## src/rtl/mem_rr_arbiter.sv

```systemverilog
// Purpose  : round-robin arbiter that shares one single-port 1024x32 memory between NUM_REQ requesters.
// Latency  : accept to response is 3 cycles with a nominal memory, one command per 4 cycles; a missing m_ready ends in a forced error after TIMEOUT+2 cycles from m_valid.
// Backpress: one command in flight; req_ready is held low outside IDLE, and requesters that are not granted keep their command.
//
// Ports:
//   clk, rst_n              clock and asynchronous active-low reset
//   req_valid/req_wr_rd     per-requester command valid and write(1)/read(0)
//   req_addr/req_wdata      packed per-requester address / write data
//   req_ready               one-hot accept, combinational in IDLE
//   rsp_valid               one-hot single-cycle response strobe
//   rsp_rdata/rsp_error     response data / error, qualified by rsp_valid
//   m_valid                 single-cycle memory command pulse
//   m_wr_rd/m_addr/m_wdata  latched command, held outside ISSUE
//   m_ready/m_rdata/m_error memory completion, data and error
//   busy                    high whenever the FSM is not in IDLE
module mem_rr_arbiter #(
  parameter int NUM_REQ = 4,
  parameter int ADDR_W  = 32,
  parameter int TIMEOUT = 15
) (
  input  logic                      clk,
  input  logic                      rst_n,
  input  logic [NUM_REQ-1:0]        req_valid,
  input  logic [NUM_REQ-1:0]        req_wr_rd,
  input  logic [NUM_REQ*ADDR_W-1:0] req_addr,
  input  logic [NUM_REQ*32-1:0]     req_wdata,
  output logic [NUM_REQ-1:0]        req_ready,
  output logic [NUM_REQ-1:0]        rsp_valid,
  output logic [31:0]               rsp_rdata,
  output logic                      rsp_error,
  output logic                      m_valid,
  output logic                      m_wr_rd,
  output logic [ADDR_W-1:0]         m_addr,
  output logic [31:0]               m_wdata,
  input  logic                      m_ready,
  input  logic [31:0]               m_rdata,
  input  logic                      m_error,
  output logic                      busy
);

  localparam int IDX_W = $clog2(NUM_REQ);
  localparam logic [7:0]     TO_LIM   = 8'(TIMEOUT);
  localparam logic [IDX_W:0] NUM_WIDE = (IDX_W+1)'(NUM_REQ);

  typedef enum logic [1:0] {IDLE, ISSUE, WAIT, RESP} state_t;

  state_t           state, state_nxt;
  logic [IDX_W-1:0] ptr;
  logic [IDX_W-1:0] winner;
  logic [IDX_W-1:0] grant_idx;
  logic             grant_any;
  logic [7:0]       cnt;
  logic             wait_done;

  // Round-robin search: start at ptr, wrap modulo NUM_REQ, first valid wins.
  always_comb begin
    logic [IDX_W:0] sum;
    grant_any = 1'b0;
    grant_idx = '0;
    sum       = '0;
    for (int i = 0; i < NUM_REQ; i++) begin
      sum = {1'b0, ptr} + (IDX_W+1)'(i);
      if (sum >= NUM_WIDE) sum = sum - NUM_WIDE;
      if (!grant_any && req_valid[sum[IDX_W-1:0]]) begin
        grant_any = 1'b1;
        grant_idx = sum[IDX_W-1:0];
      end
    end
  end

  // m_ready wins over the timeout when both land in the same cycle.
  assign wait_done = m_ready || (cnt == TO_LIM);

  // State register
  always_ff @(posedge clk or negedge rst_n) begin
    if (!rst_n) state <= IDLE;
    else        state <= state_nxt;
  end

  // Next-state logic
  always_comb begin
    state_nxt = state;
    case (state)
      IDLE:    if (grant_any) state_nxt = ISSUE;
      ISSUE:   state_nxt = WAIT;
      WAIT:    if (wait_done) state_nxt = RESP;
      RESP:    state_nxt = IDLE;
      default: state_nxt = IDLE;
    endcase
  end

  // Outputs decoded from state flops; req_ready is the only combinational
  // path and is forced low while reset is asserted.
  always_comb begin
    req_ready = '0;
    rsp_valid = '0;
    if (state == IDLE && grant_any && rst_n) req_ready = NUM_REQ'(1) << grant_idx;
    if (state == RESP)                       rsp_valid = NUM_REQ'(1) << winner;
    m_valid = (state == ISSUE);
    busy    = (state != IDLE);
  end

  // Command latch, pointer, timeout counter and response capture.
  always_ff @(posedge clk or negedge rst_n) begin
    if (!rst_n) begin
      ptr       <= '0;
      winner    <= '0;
      cnt       <= '0;
      m_wr_rd   <= 1'b0;
      m_addr    <= '0;
      m_wdata   <= '0;
      rsp_rdata <= '0;
      rsp_error <= 1'b0;
    end else begin
      case (state)
        IDLE: begin
          if (grant_any) begin
            winner  <= grant_idx;
            ptr     <= (grant_idx == IDX_W'(NUM_REQ-1)) ? '0 : grant_idx + 1'b1;
            m_wr_rd <= req_wr_rd[grant_idx];
            m_addr  <= req_addr[grant_idx*ADDR_W +: ADDR_W];
            m_wdata <= req_wdata[grant_idx*32 +: 32];
          end
        end
        ISSUE: cnt <= '0;
        WAIT: begin
          if (m_ready) begin
            rsp_error <= m_error;
            // Writes and failed reads return zero so stale bus data never leaks.
            rsp_rdata <= (!m_wr_rd && !m_error) ? m_rdata : 32'd0;
          end else if (cnt == TO_LIM) begin
            rsp_error <= 1'b1;
            rsp_rdata <= 32'd0;
          end else begin
            cnt <= cnt + 8'd1;
          end
        end
        RESP: begin
          rsp_rdata <= 32'd0;
          rsp_error <= 1'b0;
        end
        default: ;
      endcase
    end
  end

endmodule
```

## config.mk

```make
export PLATFORM = sky130hd
export DESIGN_NAME = mem_rr_arbiter
export DESIGN_NICKNAME = d
export VERILOG_FILES = /design/src/rtl/mem_rr_arbiter.sv
export SDC_FILE = /design/constraint.sdc
export NUM_CORES = 1
export LEC_CHECK = 0
export CAP_MARGIN = 15
export CORE_AREA = 2 2 159 161
export DETAILED_ROUTE_END_ITERATION = 16
export DIE_AREA = 0 0 161 163
export GPL_TIMING_DRIVEN = 0
export PLACE_DENSITY = 0.56
export SYNTH_ARGS = -nofsm -noshare
export SYNTH_HDL_FRONTEND = slang
export SYNTH_SLANG_ARGS = --single-unit
```

## constraint.sdc

```tcl
create_clock -name clk -period 3.82 [get_ports clk]
set_input_delay 0.382 -clock clk [delete_from_list [all_inputs] [get_ports clk]]
set_output_delay 0.382 -clock clk [all_outputs]
set_load 0.005 [all_outputs]
```

==> impl_metrics.prom <==
# TYPE chip_impl_metric gauge
chip_impl_metric{name="synthCells",unit=""} 563
chip_impl_metric{name="globalRoute.totalOverflow",unit=""} 0
chip_impl_metric{name="synth_compound_gate_area_share",unit="%"} 24.9
chip_impl_metric{name="postSynth.asyncResetShare",unit="%"} 100
chip_impl_metric{name="timing.slew.headroom",unit="%"} 51.0
chip_impl_metric{name="grt_pass1_vias",unit=""} 6578
chip_impl_metric{name="maxCapViolations",unit=""} 0
chip_impl_metric{name="tightestPinTransition",unit="ns"} 0.732
chip_impl_info{name="hold_path.startpoint",value="rsp_rdata[2]"} 1
chip_impl_info{name="tritoncts",value="done"} 1
chip_impl_metric{name="multi_input_area",unit="um2"} 2780
chip_impl_metric{name="detail_route.wl_per_cell",unit="um"} 20.9
chip_impl_info{name="worst_path_cell_trace",value="inv_1, ha_1, inv_1, nor2_1, clkbuf_1, and4_1, clkdlybuf4s50_1"} 1
chip_impl_metric{name="insertion_delay",unit="ns"} 0.36
chip_impl_metric{name="clock_tree.htree_level_count",unit=""} 3
chip_impl_metric{name="initial_core_util",unit="%"} 23.8
chip_impl_info{name="rsz0062_at_grt",value="no"} 1
chip_impl_metric{name="grt_pass1_wl",unit="mm"} 40.3
chip_impl_info{name="mostFrequentLayoutCell",value="sky130_fd_sc_hd__clkdlybuf4s50_1"} 1
chip_impl_metric{name="avgViaCountPerCell",unit=""} 4.85
chip_impl_metric{name="place.port_buffers",unit=""} 407
chip_impl_metric{name="seq_area",unit="um2"} 2800
chip_impl_info{name="outcome",value="complete, no violations"} 1
chip_impl_metric{name="globalRouteTotalUtil",unit="%"} 20.3
chip_impl_info{name="min_path_type",value="reg2reg"} 1
chip_impl_metric{name="post_synth_fa_ha_maj_area_fraction",unit="%"} 1.49
chip_impl_metric{name="peakVddDrop",unit="mV"} 0.266
chip_impl_metric{name="fin_tns_setup",unit="ns"} 0
chip_impl_metric{name="grt_start_max_net_pins",unit=""} 64
chip_impl_metric{name="clock.fmax",unit="MHz"} 286
chip_impl_metric{name="place_hpwl",unit="mm"} 21.7
chip_impl_metric{name="clock_sinks",unit=""} 112
chip_impl_info{name="criticalPathCategory",value="reg2out"} 1
chip_impl_metric{name="die_area",unit="um2"} 26200
chip_impl_metric{name="synth.net_count",unit=""} 870
chip_impl_metric{name="synth-simple-area-share",unit="%"} 9.38
chip_impl_metric{name="cp.buffers_inverters",unit=""} 4
chip_impl_metric{name="cp_slowest_stage_delay",unit="ns"} 0.58
chip_impl_info{name="clock_tree.root_cell",value="sky130_fd_sc_hd__clkbuf_16"} 1
chip_impl_info{name="yosys.area.top_type",value="sky130_fd_sc_hd__dfrtp_1"} 1
chip_impl_info{name="cp_top_family",value="buffers and inverters"} 1
chip_impl_metric{name="yosys_warnings",unit=""} 0
chip_impl_metric{name="synth_edf_count",unit=""} 0
chip_impl_info{name="holdPathEnd",value="rsp_rdata[2]"} 1
chip_impl_metric{name="synth.area.mux_share",unit="%"} 11.4
chip_impl_metric{name="power.total",unit="mW"} 6.74
chip_impl_metric{name="nFillCells",unit=""} 2434
chip_impl_metric{name="rrSetupSlack",unit="ns"} 1.46
chip_impl_metric{name="cts_buffers",unit=""} 9
chip_impl_metric{name="cts.clk_slew.worst_paths",unit="ns"} 0.08
chip_impl_info{name="worstSetupStartpointType",value="flop"} 1
chip_impl_metric{name="fp-row-count",unit=""} 58
chip_impl_metric{name="cts_post_setup_buffers_inserted",unit=""} 0
chip_impl_metric{name="rr_worst_depth",unit=""} 8
chip_impl_metric{name="area_delta_synth_final",unit="%"} 81.9
chip_impl_metric{name="finalWirelength",unit="mm"} 27.5
chip_impl_info{name="crit_slowest_cell",value="sky130_fd_sc_hd__nor2_1"} 1
chip_impl_metric{name="post_synth_instance_area",unit="um2"} 5880
chip_impl_metric{name="synth_xor_area_share",unit="%"} 0.149
chip_impl_info{name="post_synth_main_area_contributors",value="sky130_fd_sc_hd__dfrtp_1 (48%), sky130_fd_sc_hd__mux2i_1 (11%), sky130_fd_sc_hd__a221oi_1 (9.7%), sky130_fd_sc_hd__o22ai_1 (7.1%), sky130_fd_sc_hd__a22o_1 (5.1%)"} 1
chip_impl_metric{name="drt_drc_violations_left",unit=""} 0
chip_impl_metric{name="top_level_ports",unit=""} 408
chip_impl_metric{name="clock_skew",unit="ns"} 0.0127
chip_impl_metric{name="report.final.hold_viol_count",unit=""} 0
chip_impl_metric{name="antenna_violations_before_repair",unit=""} 1
chip_impl_metric{name="timing.critical_path.required",unit="ns"} 3.44
chip_impl_metric{name="dr.first_iter.drc_count",unit=""} 335
chip_impl_info{name="worst_setup_path_end_kind",value="output port"} 1
chip_impl_info{name="synth_top_family_by_area",value="compound AO/OA/AOI/OAI gates"} 1
chip_impl_info{name="postSynth.topFlopCell",value="sky130_fd_sc_hd__dfrtp_1"} 1
chip_impl_metric{name="design.final.nets",unit=""} 1290
chip_impl_metric{name="flip_flop_and_latch_count_after_synthesis",unit=""} 112
chip_impl_metric{name="drt_pre_antenna_iters",unit=""} 4
chip_impl_metric{name="finalMaxSlewViolations",unit=""} 0
chip_impl_metric{name="postRouteAntennaNets",unit=""} 0
chip_impl_metric{name="ys_seq_area_share",unit="%"} 47.6
chip_impl_metric{name="finalWorstPathRequiredPeriod",unit="ns"} 3.49
chip_impl_info{name="cpMostUsedCell",value="sky130_fd_sc_hd__inv_1"} 1
chip_impl_metric{name="post-synth-top-area-fraction",unit="%"} 47.6
chip_impl_metric{name="synth.lib_cells_used.distinct",unit=""} 41
chip_impl_info{name="layout.cells.most_common_list",value="sky130_fd_sc_hd__clkdlybuf4s50_1 (406), sky130_fd_sc_hd__dfrtp_1 (112), sky130_fd_sc_hd__nor2_1 (77), sky130_fd_sc_hd__o22ai_1 (67), sky130_fd_sc_hd__mux2i_1 (67)"} 1
chip_impl_metric{name="timing.final.crit_share",unit="%"} 91.5
chip_impl_metric{name="worstPathArrival",unit="ns"} 3.11
chip_impl_metric{name="route.vias.total",unit=""} 6398
chip_impl_metric{name="synth_area_per_cell",unit="um2"} 10.5
chip_impl_metric{name="max_clock_buf_depth",unit=""} 2
chip_impl_metric{name="fp.coreArea",unit="um2"} 24700
chip_impl_metric{name="drive_gt1_share",unit="%"} 5.06
chip_impl_metric{name="gp_congestion",unit=""} 0.792
chip_impl_metric{name="dieWidth",unit="um"} 161
chip_impl_metric{name="p_per_area",unit="nW/um2"} 630
chip_impl_metric{name="crit_path_max_fanout",unit=""} 10
chip_impl_metric{name="floorplan.die.height",unit="um"} 163
chip_impl_info{name="timing.rr.start",value="state[1]"} 1
chip_impl_metric{name="static_leakage",unit="nW"} 4.47
chip_impl_metric{name="min_delay_path_depth",unit=""} 1
chip_impl_metric{name="finalSetupViolations",unit=""} 0
chip_impl_info{name="r2r_end",value="m_addr[22]"} 1
power by group:
part | switching, mW | total (mW) | internal (mW) | leakage, nW
clock | 0.482 | 0.967 | 0.485 | 0.144
sequential | 0.306 | 1.97 | 1.66 | 1.37
combinational | 1.88 | 3.81 | 1.92 | 2.95
total | 2.67 | 6.74 | 4.07 | 4.47
logic make-up after synthesis:
group / Yosys count
AOI/OAI and AO/OA: 189
and+or+nand+nor: 126
xor gates and xnor gates: 1
buffers and inverters: 61
DFF: 112
adders and majority gates: 7
muxes: 67
final cells by class:
cell class	count	area share, %
timing repair buffer	409	38.4
multi-input combinational	390	26.0
inverter	9	0.316
antenna	1	0.0234
sequential	112	26.2
clock inverter	5	0.351
clock buffer	11	2.36
tap	330	3.86
buffer	52	2.47
sequential cells by signal (all words and copies together), names as in the netlist:
name / cells
m_wdata: 32
rsp_rdata: 32
rsp_error: 1
m_addr: 32
m_wr_rd: 1
ptr: 2
state: 2
winner: 2
cnt: 8
worst max-delay path by stage:
| stage | from | to | slack (ns) | cells past startpoint |
|---|---|---|---|---|
| floorplan | req_valid[0] | req_ready[3] | 1.88 | 9 |
| global placement | rst_n | req_ready[2] | -2.83 | 3 |
| detailed placement | req_valid[3] | req_ready[2] | 0.32 | 6 |
| CTS | state[0] | req_ready[2] | 0.19 | 7 |
| global route | state[1] | req_ready[2] | 0.06 | 7 |
| finish | state[1] | req_ready[2] | 0.33 | 7 |
metrics by stage:
step / std cells / utilization, % / setup slack (ns) / cell area, um2 / hold slack [ns]
floorplan: 563 / - / 1.88 / 5880 / 0.0864
global placement: 1300 / 42.0 / -2.83 / 10400 / 0.487
detailed placement: 1301 / 42.2 / 0.319 / 10400 / 0.378
CTS: 1318 / 43.4 / 0.188 / 10700 / 0.512
global route: 1319 / 43.4 / 0.0596 / 10700 / 0.525
finish: 1319 / 43.4 / 0.326 / 10700 / 0.508
cell usage after synthesis (2+ instances only):
cell / number
sky130_fd_sc_hd__a21oi_1: 4
sky130_fd_sc_hd__a221oi_1: 65
sky130_fd_sc_hd__a22o_1: 34
sky130_fd_sc_hd__a2bb2oi_1: 2
sky130_fd_sc_hd__and3_1: 3
sky130_fd_sc_hd__buf_2: 22
sky130_fd_sc_hd__buf_6: 5
sky130_fd_sc_hd__clkbuf_1: 24
sky130_fd_sc_hd__dfrtp_1: 112
sky130_fd_sc_hd__ha_1: 7
sky130_fd_sc_hd__inv_1: 9
sky130_fd_sc_hd__mux2i_1: 67
sky130_fd_sc_hd__nand2_1: 20
sky130_fd_sc_hd__nand3_1: 6
sky130_fd_sc_hd__nand4_1: 3
sky130_fd_sc_hd__nor2_1: 77
sky130_fd_sc_hd__nor2b_1: 4
sky130_fd_sc_hd__nor3_1: 3
sky130_fd_sc_hd__nor3b_1: 2
sky130_fd_sc_hd__nor4_1: 3
sky130_fd_sc_hd__o21ai_0: 5
sky130_fd_sc_hd__o22ai_1: 67
what timing repair did:
item | CTS | global route
endpoints found under the hold margin | 10 | 0
resized for setup | 0 | 0
setup endpoints to repair | 0 | 0
hold buffers | 1 | 0
per-layer routing:
metal  track usage [%]  share of wire, %
met1              24.3                40
met3              6.57               8.1
met5                 0                 0
met4              4.67               1.8
met2              35.4                50
No activity file was read; power rests on OpenSTA's default activity.
